$ cat config.mk
export PLATFORM = sky130hd
export DESIGN_NAME = drlp_wr_buffer_flat
export DESIGN_NICKNAME = d
export VERILOG_FILES = /design/src/rtl/drlp_wr_buffer_if.sv /design/src/rtl/drlp_wr_buffer.sv /design/src/flat_wrapper.sv
export SDC_FILE = /design/constraint.sdc
export NUM_CORES = 1
export LEC_CHECK = 0
export CORE_ASPECT_RATIO = 1.25
export CORE_MARGIN = 2
export CORE_UTILIZATION = 50
export DETAILED_ROUTE_END_ITERATION = 8
export HOLD_SLACK_MARGIN = 0.02
export PLACE_DENSITY = 0.85
export RECOVER_POWER = 50
export SLEW_MARGIN = 20
export SYNTH_ARGS = -nofsm -noshare
export SYNTH_HDL_FRONTEND = slang
export SYNTH_SLANG_ARGS = --single-unit
$ cat constraint.sdc
create_clock -name i_clk -period 3.5 [get_ports i_clk]
set_input_delay 0.7 -clock i_clk [delete_from_list [all_inputs] [get_ports i_clk]]
set_output_delay 0.7 -clock i_clk [all_outputs]
set_load 0.005 [all_outputs]
$ cat src/rtl/drlp_wr_buffer_if.sv
// drlp_wr_buffer_if: PE-result item stream plus DMA write port of the
// write-side packer. With DRLP_WR_BUF_CNT_EN defined, the bundle also carries
// the per-session written-word count.
interface drlp_wr_buffer_if #(
  parameter int INPUT_WIDTH    = 48,
  parameter int OUTPUT_WIDTH   = 32,
  parameter int DMA_ADDR_WIDTH = 32
);
  // session control
  logic                      wr_dma;
  logic [DMA_ADDR_WIDTH-1:0] dma_base_addr;
  // item stream
  logic [1:0]                mode;
  logic [INPUT_WIDTH-1:0]    data;
  logic                      valid;
  logic                      last;
  logic                      ready;
  // DMA write port
  logic                      dma_ready;
  logic                      dma_wr_en;
  logic [DMA_ADDR_WIDTH-1:0] dma_wr_addr;
  logic [OUTPUT_WIDTH-1:0]   dma_wr_data;
  logic                      done;
`ifdef DRLP_WR_BUF_CNT_EN
  logic [15:0]               wr_count;

  modport master (
    output wr_dma, dma_base_addr, mode, data, valid, last, dma_ready,
    input  ready, dma_wr_en, dma_wr_addr, dma_wr_data, done, wr_count
  );

  modport slave (
    input  wr_dma, dma_base_addr, mode, data, valid, last, dma_ready,
    output ready, dma_wr_en, dma_wr_addr, dma_wr_data, done, wr_count
  );
`else
  modport master (
    output wr_dma, dma_base_addr, mode, data, valid, last, dma_ready,
    input  ready, dma_wr_en, dma_wr_addr, dma_wr_data, done
  );

  modport slave (
    input  wr_dma, dma_base_addr, mode, data, valid, last, dma_ready,
    output ready, dma_wr_en, dma_wr_addr, dma_wr_data, done
  );
`endif
endinterface

$ cat src/rtl/drlp_wr_buffer.sv
// drlp_wr_buffer: write-side DMA packer. Result items of 32/40/48 valid bits
// (selected per item by mode) are packed LSB-first into 32-bit words written
// to consecutive word addresses starting at the session base address. The
// final item of a packet flushes a zero-padded tail word, then done pulses.
// Optional feature macro: DRLP_WR_BUF_CNT_EN adds a saturating 16-bit count
// of words written in the current session.
module drlp_wr_buffer #(
  parameter int INPUT_WIDTH    = 48,
  parameter int OUTPUT_WIDTH   = 32,
  parameter int DMA_ADDR_WIDTH = 32
) (
  input logic             i_clk,
  input logic             i_rst,
  drlp_wr_buffer_if.slave bus
);

  // Accumulator holds at most one partial word (<32 bits) plus one item.
  localparam int ACC_W = OUTPUT_WIDTH + INPUT_WIDTH;
  localparam int CNT_W = $clog2(ACC_W);
  localparam logic [CNT_W-1:0] OW_C  = CNT_W'(OUTPUT_WIDTH);
  localparam logic [CNT_W-1:0] W32_C = CNT_W'(32);
  localparam logic [CNT_W-1:0] W40_C = CNT_W'(40);
  localparam logic [CNT_W-1:0] WIN_C = CNT_W'(INPUT_WIDTH);

  typedef enum logic [0:0] {
    S_FILL,   // accepting items
    S_FLUSH   // last item taken, draining the remaining bits
  } state_t;

  state_t state, state_nxt;

  logic [ACC_W-1:0]          acc, acc_sh, acc_nxt, item_ext;
  logic [CNT_W-1:0]          cnt, cnt_sh, cnt_nxt, item_w;
  logic [INPUT_WIDTH-1:0]    item_mask;
  logic [DMA_ADDR_WIDTH-1:0] next_addr;
  logic                      flush, emit, ready, accept, done_set;

  logic                      wr_en_q;
  logic [DMA_ADDR_WIDTH-1:0] wr_addr_q;
  logic [OUTPUT_WIDTH-1:0]   wr_data_q;
  logic                      done_q;

  assign flush = (state == S_FLUSH);

  // A word leaves when a full one is buffered, or when draining a tail.
  assign emit = bus.wr_dma & bus.dma_ready &
                ((cnt >= OW_C) | (flush & (cnt != '0)));

  // Post-emit view of the accumulator; new items land on top of this, which
  // lets an accept and an emit share an edge.
  always_comb begin
    acc_sh = acc;
    cnt_sh = cnt;
    if (emit) begin
      acc_sh = acc >> OUTPUT_WIDTH;
      cnt_sh = (cnt >= OW_C) ? (cnt - OW_C) : '0;
    end
  end

  // Room for another item only while less than a full word stays behind.
  assign ready  = bus.wr_dma & ~flush & (cnt_sh < OW_C);
  assign accept = bus.valid & ready;

  // Item width by mode; bits above the width are ignored.
  always_comb begin
    item_w = WIN_C;
    case (bus.mode)
      2'b01:   item_w = W32_C;
      2'b10:   item_w = W40_C;
      default: item_w = WIN_C;
    endcase
  end

  assign item_mask = ~({INPUT_WIDTH{1'b1}} << item_w);
  assign item_ext  = ACC_W'(bus.data & item_mask) << cnt_sh;

  // Bits above cnt are always zero, so placement is a plain OR and the
  // tail word comes out zero-padded for free.
  always_comb begin
    acc_nxt = acc_sh;
    cnt_nxt = cnt_sh;
    if (accept) begin
      acc_nxt = acc_sh | item_ext;
      cnt_nxt = cnt_sh + item_w;
    end
  end

  // Session state register.
  always_ff @(posedge i_clk) begin
    if (i_rst) state <= S_FILL;
    else       state <= state_nxt;
  end

  // Next state: enter flush on the last item, leave it (and pulse done)
  // once everything has been written; dropping wr_dma abandons the packet.
  always_comb begin
    state_nxt = state;
    done_set  = 1'b0;
    case (state)
      S_FILL: begin
        if (accept && bus.last) state_nxt = S_FLUSH;
      end
      S_FLUSH: begin
        if (cnt == '0) begin
          state_nxt = S_FILL;
          done_set  = 1'b1;
        end
      end
      default: state_nxt = S_FILL;
    endcase
    if (!bus.wr_dma) begin
      state_nxt = S_FILL;
      done_set  = 1'b0;
    end
  end

  // Accumulator, address counter and registered DMA outputs. With wr_dma
  // low the buffer is cleared and the base address is reloaded each cycle.
  always_ff @(posedge i_clk) begin
    if (i_rst) begin
      acc       <= '0;
      cnt       <= '0;
      next_addr <= '0;
      wr_en_q   <= 1'b0;
      wr_addr_q <= '0;
      wr_data_q <= '0;
      done_q    <= 1'b0;
    end else if (!bus.wr_dma) begin
      acc       <= '0;
      cnt       <= '0;
      next_addr <= bus.dma_base_addr;
      wr_en_q   <= 1'b0;
      done_q    <= 1'b0;
    end else begin
      acc     <= acc_nxt;
      cnt     <= cnt_nxt;
      wr_en_q <= emit;
      done_q  <= done_set;
      if (emit) begin
        wr_data_q <= acc[OUTPUT_WIDTH-1:0];
        wr_addr_q <= next_addr;
        next_addr <= next_addr + DMA_ADDR_WIDTH'(1);
      end
    end
  end

  assign bus.ready       = ready;
  assign bus.dma_wr_en   = wr_en_q;
  assign bus.dma_wr_addr = wr_addr_q;
  assign bus.dma_wr_data = wr_data_q;
  assign bus.done        = done_q;

`ifdef DRLP_WR_BUF_CNT_EN
  logic [15:0] wr_count_q;

  // Words written this session, saturating.
  always_ff @(posedge i_clk) begin
    if (i_rst || !bus.wr_dma)               wr_count_q <= '0;
    else if (emit && wr_count_q != 16'hFFFF) wr_count_q <= wr_count_q + 16'd1;
  end

  assign bus.wr_count = wr_count_q;
`endif

endmodule

$ cat src/flat_wrapper.sv
// flat-port wrapper written by rule: the top's interface ports become plain ports
module drlp_wr_buffer_flat 
#(
  parameter int INPUT_WIDTH    = 48,
  parameter int OUTPUT_WIDTH   = 32,
  parameter int DMA_ADDR_WIDTH = 32
)
  (i_clk, i_rst, bus_wr_dma, bus_dma_base_addr, bus_mode, bus_data, bus_valid, bus_last, bus_dma_ready, bus_ready, bus_dma_wr_en, bus_dma_wr_addr, bus_dma_wr_data, bus_done);
  drlp_wr_buffer_if #(.INPUT_WIDTH(INPUT_WIDTH), .OUTPUT_WIDTH(OUTPUT_WIDTH), .DMA_ADDR_WIDTH(DMA_ADDR_WIDTH)) bus_i ();
  input logic i_clk;
  input logic i_rst;
  input wire logic [$bits(bus_i.wr_dma)-1:0] bus_wr_dma;
  input wire logic [$bits(bus_i.dma_base_addr)-1:0] bus_dma_base_addr;
  input wire logic [$bits(bus_i.mode)-1:0] bus_mode;
  input wire logic [$bits(bus_i.data)-1:0] bus_data;
  input wire logic [$bits(bus_i.valid)-1:0] bus_valid;
  input wire logic [$bits(bus_i.last)-1:0] bus_last;
  input wire logic [$bits(bus_i.dma_ready)-1:0] bus_dma_ready;
  output wire logic [$bits(bus_i.ready)-1:0] bus_ready;
  output wire logic [$bits(bus_i.dma_wr_en)-1:0] bus_dma_wr_en;
  output wire logic [$bits(bus_i.dma_wr_addr)-1:0] bus_dma_wr_addr;
  output wire logic [$bits(bus_i.dma_wr_data)-1:0] bus_dma_wr_data;
  output wire logic [$bits(bus_i.done)-1:0] bus_done;
  assign bus_i.wr_dma = bus_wr_dma;
  assign bus_i.dma_base_addr = bus_dma_base_addr;
  assign bus_i.mode = bus_mode;
  assign bus_i.data = bus_data;
  assign bus_i.valid = bus_valid;
  assign bus_i.last = bus_last;
  assign bus_i.dma_ready = bus_dma_ready;
  assign bus_ready = bus_i.ready;
  assign bus_dma_wr_en = bus_i.dma_wr_en;
  assign bus_dma_wr_addr = bus_i.dma_wr_addr;
  assign bus_dma_wr_data = bus_i.dma_wr_data;
  assign bus_done = bus_i.done;
  drlp_wr_buffer #(.INPUT_WIDTH(INPUT_WIDTH), .OUTPUT_WIDTH(OUTPUT_WIDTH), .DMA_ADDR_WIDTH(DMA_ADDR_WIDTH)) u_core (.i_clk(i_clk), .i_rst(i_rst), .bus(bus_i));
endmodule
Yosys cells after proc, flatten, opt, wreduce, memory -nomap -nowiden
Cells that the tools add are included.
{ "word_totals": {"reg_bits": 186, "elab_cells": 48} }
{ "op_classes": {"shift": 2, "muxes": 12, "bitwise_logic": 12, "eq_ne": 3, "reduce_logical": 6, "n_lt_le_gt_ge": 2, "add_sub_neg": 3} }
{ "op_table": {"columns": ["operator", "count"], "rows": [
  ["$mux W80", 2],
  ["$or A80 B80 Y80", 1],
  ["$shl A80 B7 Y80", 1],
  ["$mux W32", 2],
  ["$and A48 B48 Y48", 1],
  ["$not A48 Y48", 1],
  ["$shl A48 B6 Y48 const A", 1],
  ["$add A32 B1 Y32 const B", 1],
  ["$mux W7", 3],
  ["$pmux W5 S2", 1],
  ["$add A7 B6 Y7", 1],
  ["$ge A7 B6 Y1 const B", 1],
  ["$logic_not A7 Y1", 1],
  ["$lt A7 B6 Y1 const B", 1],
  ["$reduce_bool A7 Y1", 1],
  ["$sub A7 B6 Y7 const B", 1],
  ["$and A1 B1 Y1", 6],
  ["$mux W1", 3],
  ["$reduce_or A3 Y1", 1],
  ["$eq A2 B1 Y1 const B", 1],
  ["$eq A2 B2 Y1 const B", 1],
  ["$ne A2 B1 Y1 const B", 1],
  ["$not A1 Y1", 2],
  ["$pmux W1 S2", 1],
  ["4 further kinds", 4]
]} }

Depth between registers and ports, before layout
{ "depth": {"ltp_word": 11, "depth_mapped": 14, "depth_no_buf": 10} }

Least setup slack after synthesis
OpenSTA, ideal clock, no wires.
{ "synth_timing": {"path_kind": "input-to-reg", "startpoint": "input port bus_dma_ready", "endpoint": "register u_core.cnt[6]", "slack_ns": 0.689, "cell_stages": 14, "setup_time_ns": 0.128, "t_arrival_ns": 2.683, "path_cell_list": "and2_1 buf_2 nand2_1 buf_2 buf_2 nand2_1 inv_1 buf_2 clkbuf_1 ha_1 a21oi_1 a21oi_1 nor2_1 nor2_1"} }
{ "synth_via": {"elab_chain_cells": 7, "word_cells_on_any_way": 8} }
{ "synth_rtl": {"columns": ["item", "line_no", "source"], "rows": [
  ["start, declared", "flat_wrapper.sv:18", "input wire logic [$bits(bus_i.dma_ready)-1:0] bus_dma_ready;"],
  ["$and A1 B1 Y1 * (2 in series)", "drlp_wr_buffer.sv:46", "assign emit = bus.wr_dma & bus.dma_ready &"],
  ["$mux W7 *", "drlp_wr_buffer.sv:54", "if (emit) begin"],
  ["$lt A7 B6 Y1", "drlp_wr_buffer.sv:61", "assign ready = bus.wr_dma & ~flush & (cnt_sh < OW_C);"],
  ["$and A1 B1 Y1", "drlp_wr_buffer.sv:61", null],
  ["$and A1 B1 Y1", "drlp_wr_buffer.sv:62", "assign accept = bus.valid & ready;"],
  ["$mux W7 *", "drlp_wr_buffer.sv:82", "if (accept) begin"],
  ["end signal, assigned", "drlp_wr_buffer.sv:136", "cnt <= cnt_nxt;"],
  ["end, declared", "drlp_wr_buffer.sv:33", "logic [CNT_W-1:0] cnt, cnt_sh, cnt_nxt, item_w;"]
]} }
Mark *: on every way between the ends. The rest lies on a longest branch, timed or not.
A chain may end at the register's enable or synchronous reset.

Final worst setup path
{ "layout_timing": {"startpoint": "input port bus_wr_dma", "endpoint": "output port bus_ready"} }
{ "layout_via": {"elab_chain_cells": 5, "word_cells_on_any_way": 6} }
{ "layout_rtl": {"columns": ["item", "line_no", "source"], "rows": [
  ["start, declared", "flat_wrapper.sv:12", "input wire logic [$bits(bus_i.wr_dma)-1:0] bus_wr_dma;"],
  ["$and A1 B1 Y1 (2 in series)", "drlp_wr_buffer.sv:46", null],
  ["$mux W7", "drlp_wr_buffer.sv:54", null],
  ["$lt A7 B6 Y1", "drlp_wr_buffer.sv:61", null],
  ["$and A1 B1 Y1 *", "drlp_wr_buffer.sv:61", null],
  ["end, declared", "flat_wrapper.sv:19", "output wire logic [$bits(bus_i.ready)-1:0] bus_ready;"]
]} }
Marked as above.

==> impl_metrics.ini <==
[job]
maxCapViolations = 0

[clock_tree]
cts_tree = built
cts_max_level = 4
cts_setup_buffers = 0
cts.sinks = 186
clk_pin_slew_ps = 60
cts_resized = 0
postCtsHoldBufs = 0
cts_buffers = 17
clock-root-buffer = clkbuf_16
cts_buffer_depth = 2
clock_latency_ps = 440

[finish]
multi_input_area_um2 = 7410
n_antenna_cell = 0
area_growth_pct = 26.5
post-route-util = 0.639
final_cell_mix = nand2_1 (321), a21oi_1 (184), dfxtp_1 (184), nor2_1 (151), buf_4 (150)
layout_commonest_cell = nand2_1
drive_gt1_frac = 0.125
finalNetCount = 1936
nFillCells = 2109
register_area_um2 = 3730

[critical_path]
cp-end-kind = output port
path_max_fanout = 10
cp.required_ps = 2800
arrival_ps = 2690
worstSetupStartpointType = input pin
reg2reg_setup_slack_ps = 200
criticalPathCategory = input pin to output port

[synth]
yosysSeqAreaShare = 0.314
syn_avg_cell_area_um2 = 7.18
synth_fp_nets = 1745
synthSimpleGateAreaFrac = 0.222
synth_cells = 1651
synth.area.mux_share = 0.0649
async_flop_share = 0
yosysWarnings = 0
ys_seq_elements = 186
synth_cell_types = 77
synth_top_flop_cell = dfxtp_1
synth_top_family_by_area = compound AO/OA/AOI/OAI gates
synth-edff-count = 0
synth-xor-area-share = 0
synthAdderAreaFrac = 0.00696
synth-compound-area-share = 0.330
syn_area_um2 = 11900

[die]
coreArea_um2 = 23500
rows = 63
start_util = 0.505
die_h_um = 176
die_w_um = 142
die_area_um2 = 25000
pin_count = 155

[placed_design]
portBuffers = 154
gp_congestion = 1.03
place_ws_ps = -7.72
dpl.hpwl_mm = 37.9

[power_and_ir_drop]
vdd_drop_max_v = 0.000263
p_sw_frac = 0.276
power_frac_seq = 0.457
power_frac_clock = 0.382
p_int_mw = 3.48
p_switching_mw = 1.33
powerDensity_nw_per_um2 = 320
p_comb_frac = 0.160
leakagePower_nw = 5.57

[sta]
hold_ws_ps = 450
hold_violations = 0
fin_tns_setup_ps = 0
min_period_ps = 3390
tightest_slew_ps = 1050
fin_crit_sh = 0.969
fmax_mhz = 295
maxSlewViolCount = 0
skew_ps = 8.71
rsz0062_at_grt = false
slew_headroom = 0.299
setup_slack_ps = 107
finalSetupViolCount = 0

[status]
outcome = completed

[detailed_routing]
drtIter0Drc = 1299
wl_per_cell_um = 23.4
drc_errors = 0
drtAntennaViolNets = 0
via_per_inst = 6.54
vias = 14000
dr.pass1.iters = 9
postRouteWirelength_mm = 50.2

[global_routing]
grt_start_max_net_pins = 73
grt_pass1_vias = 13000
grt-ovfl-total = 0
antenna_found_initial = 0
grt_pass1_wl_mm = 75.7
grtUsageTotal = 0.394

[min_path]
hp-class = flop to flop
-- cell usage after synthesis, drive strengths merged, types with 6 or more instances --
library cell,instances,area share
a221oi,27,0.020
nand2b,12,0.0063
o21a,12,0.0076
mux2,13,0.012
o21ai,104,0.045
a22oi,16,0.010
o2bb2ai,7,0.0052
o22ai,36,0.019
or2,7,0.0037
a211oi,18,0.011
nand2,322,0.10
buf,70,0.030
a21boi,6,0.0038
a21oi,186,0.079
dfxtp,186,0.31
and2,8,0.0042
nand3,32,0.014
nor2b,21,0.011
o221ai,20,0.015
inv,24,0.0076
a21o,6,0.0038
o211ai,30,0.019
nor2,154,0.050
a222oi,9,0.0076
a211o,14,0.010
a2bb2oi,7,0.0052
a31oi,38,0.020
and3,8,0.0042
mux2i,60,0.051
nor3,22,0.0093
clkbuf,78,0.025
a22o,8,0.0059
-- power by group through the flow --
stage / clock network (mW) / logic (mW) / registers (mW)
after detailed placement: 0 / 0.749 / 2.24
after global routing: 1.92 / 0.818 / 2.20
after CTS: 1.84 / 0.753 / 2.20
after floorplan: 0 / 0.373 / 2.23
final: 1.84 / 0.771 / 2.20
after global placement: 0 / 0.745 / 2.24
-- worst max-delay path: stages --
cell             delay (ps)
clkdlybuf4s50_1         490
buf_4                   250
inv_2                    60
a2111oi_1               580
clkdlybuf4s50_1         620
-- metal layers --
metal,global-route usage,part of all wire,vias up
li1,-,-,6408
met1,0.456,0.36,6544
met2,0.674,0.48,859
met3,0.0556,0.080,218
met4,0.263,0.079,0
met5,0,0,-
-- cell families (layout without fill, tap and decap cells) --
kind of cell	after synthesis	in the layout
AOI/OAI and AO/OA	598	598
adders and majority gates	6	6
buffers and inverters	172	375
DFF	186	186
muxes	74	74
and+or+nand+nor	615	615
-- path summary, 6_finish.rpt --
check	start	endpoint	cells after the start
worst max-delay path	bus_wr_dma	bus_ready	5
worst min-delay path	u_core.bus.dma_wr_addr[30]$_SDFFE_PP0P_	u_core.bus.dma_wr_addr[30]$_SDFFE_PP0P_	2
worst max register to register	u_core.cnt[0]$_SDFF_PP0_	u_core.next_addr[29]$_SDFFE_PP0P_	9
worst min register to register	u_core.bus.dma_wr_addr[30]$_SDFFE_PP0P_	u_core.bus.dma_wr_addr[30]$_SDFFE_PP0P_	2
-- cell type report --
type,count,share of cell area
Multi-Input combinational cell,1293,0.494
Sequential cell,186,0.249
Timing Repair Buffer,320,0.191
Clock buffer,20,0.0298
Tap cell,292,0.0244
Clock inverter,11,0.00651
Inverter,24,0.00601
-- registers in the layout, indices dropped and copies added, names as in the netlist --
| register | flops |
|---|---|
| u_core.bus.dma_wr_addr | 32 |
| u_core.bus.dma_wr_en | 1 |
| u_core.flush | 1 |
| u_core.acc | 80 |
| u_core.bus.dma_wr_data | 32 |
| u_core.cnt | 7 |
| u_core.bus.done | 1 |
| u_core.next_addr | 32 |
-- stage by stage --
stage / cells / power, mW / cell area, µm²
2_1_floorplan: 1651 / 2.60 / 11900
3_3_place_gp: 2115 / 2.99 / 14500
3_5_place_dp: 2115 / 2.99 / 14500
4_1_cts: 2146 / 4.79 / 15000
5_1_grt: 2146 / 4.94 / 15000
6_report: 2146 / 4.81 / 15000
Note: power is estimated with default switching activity, not from simulation.
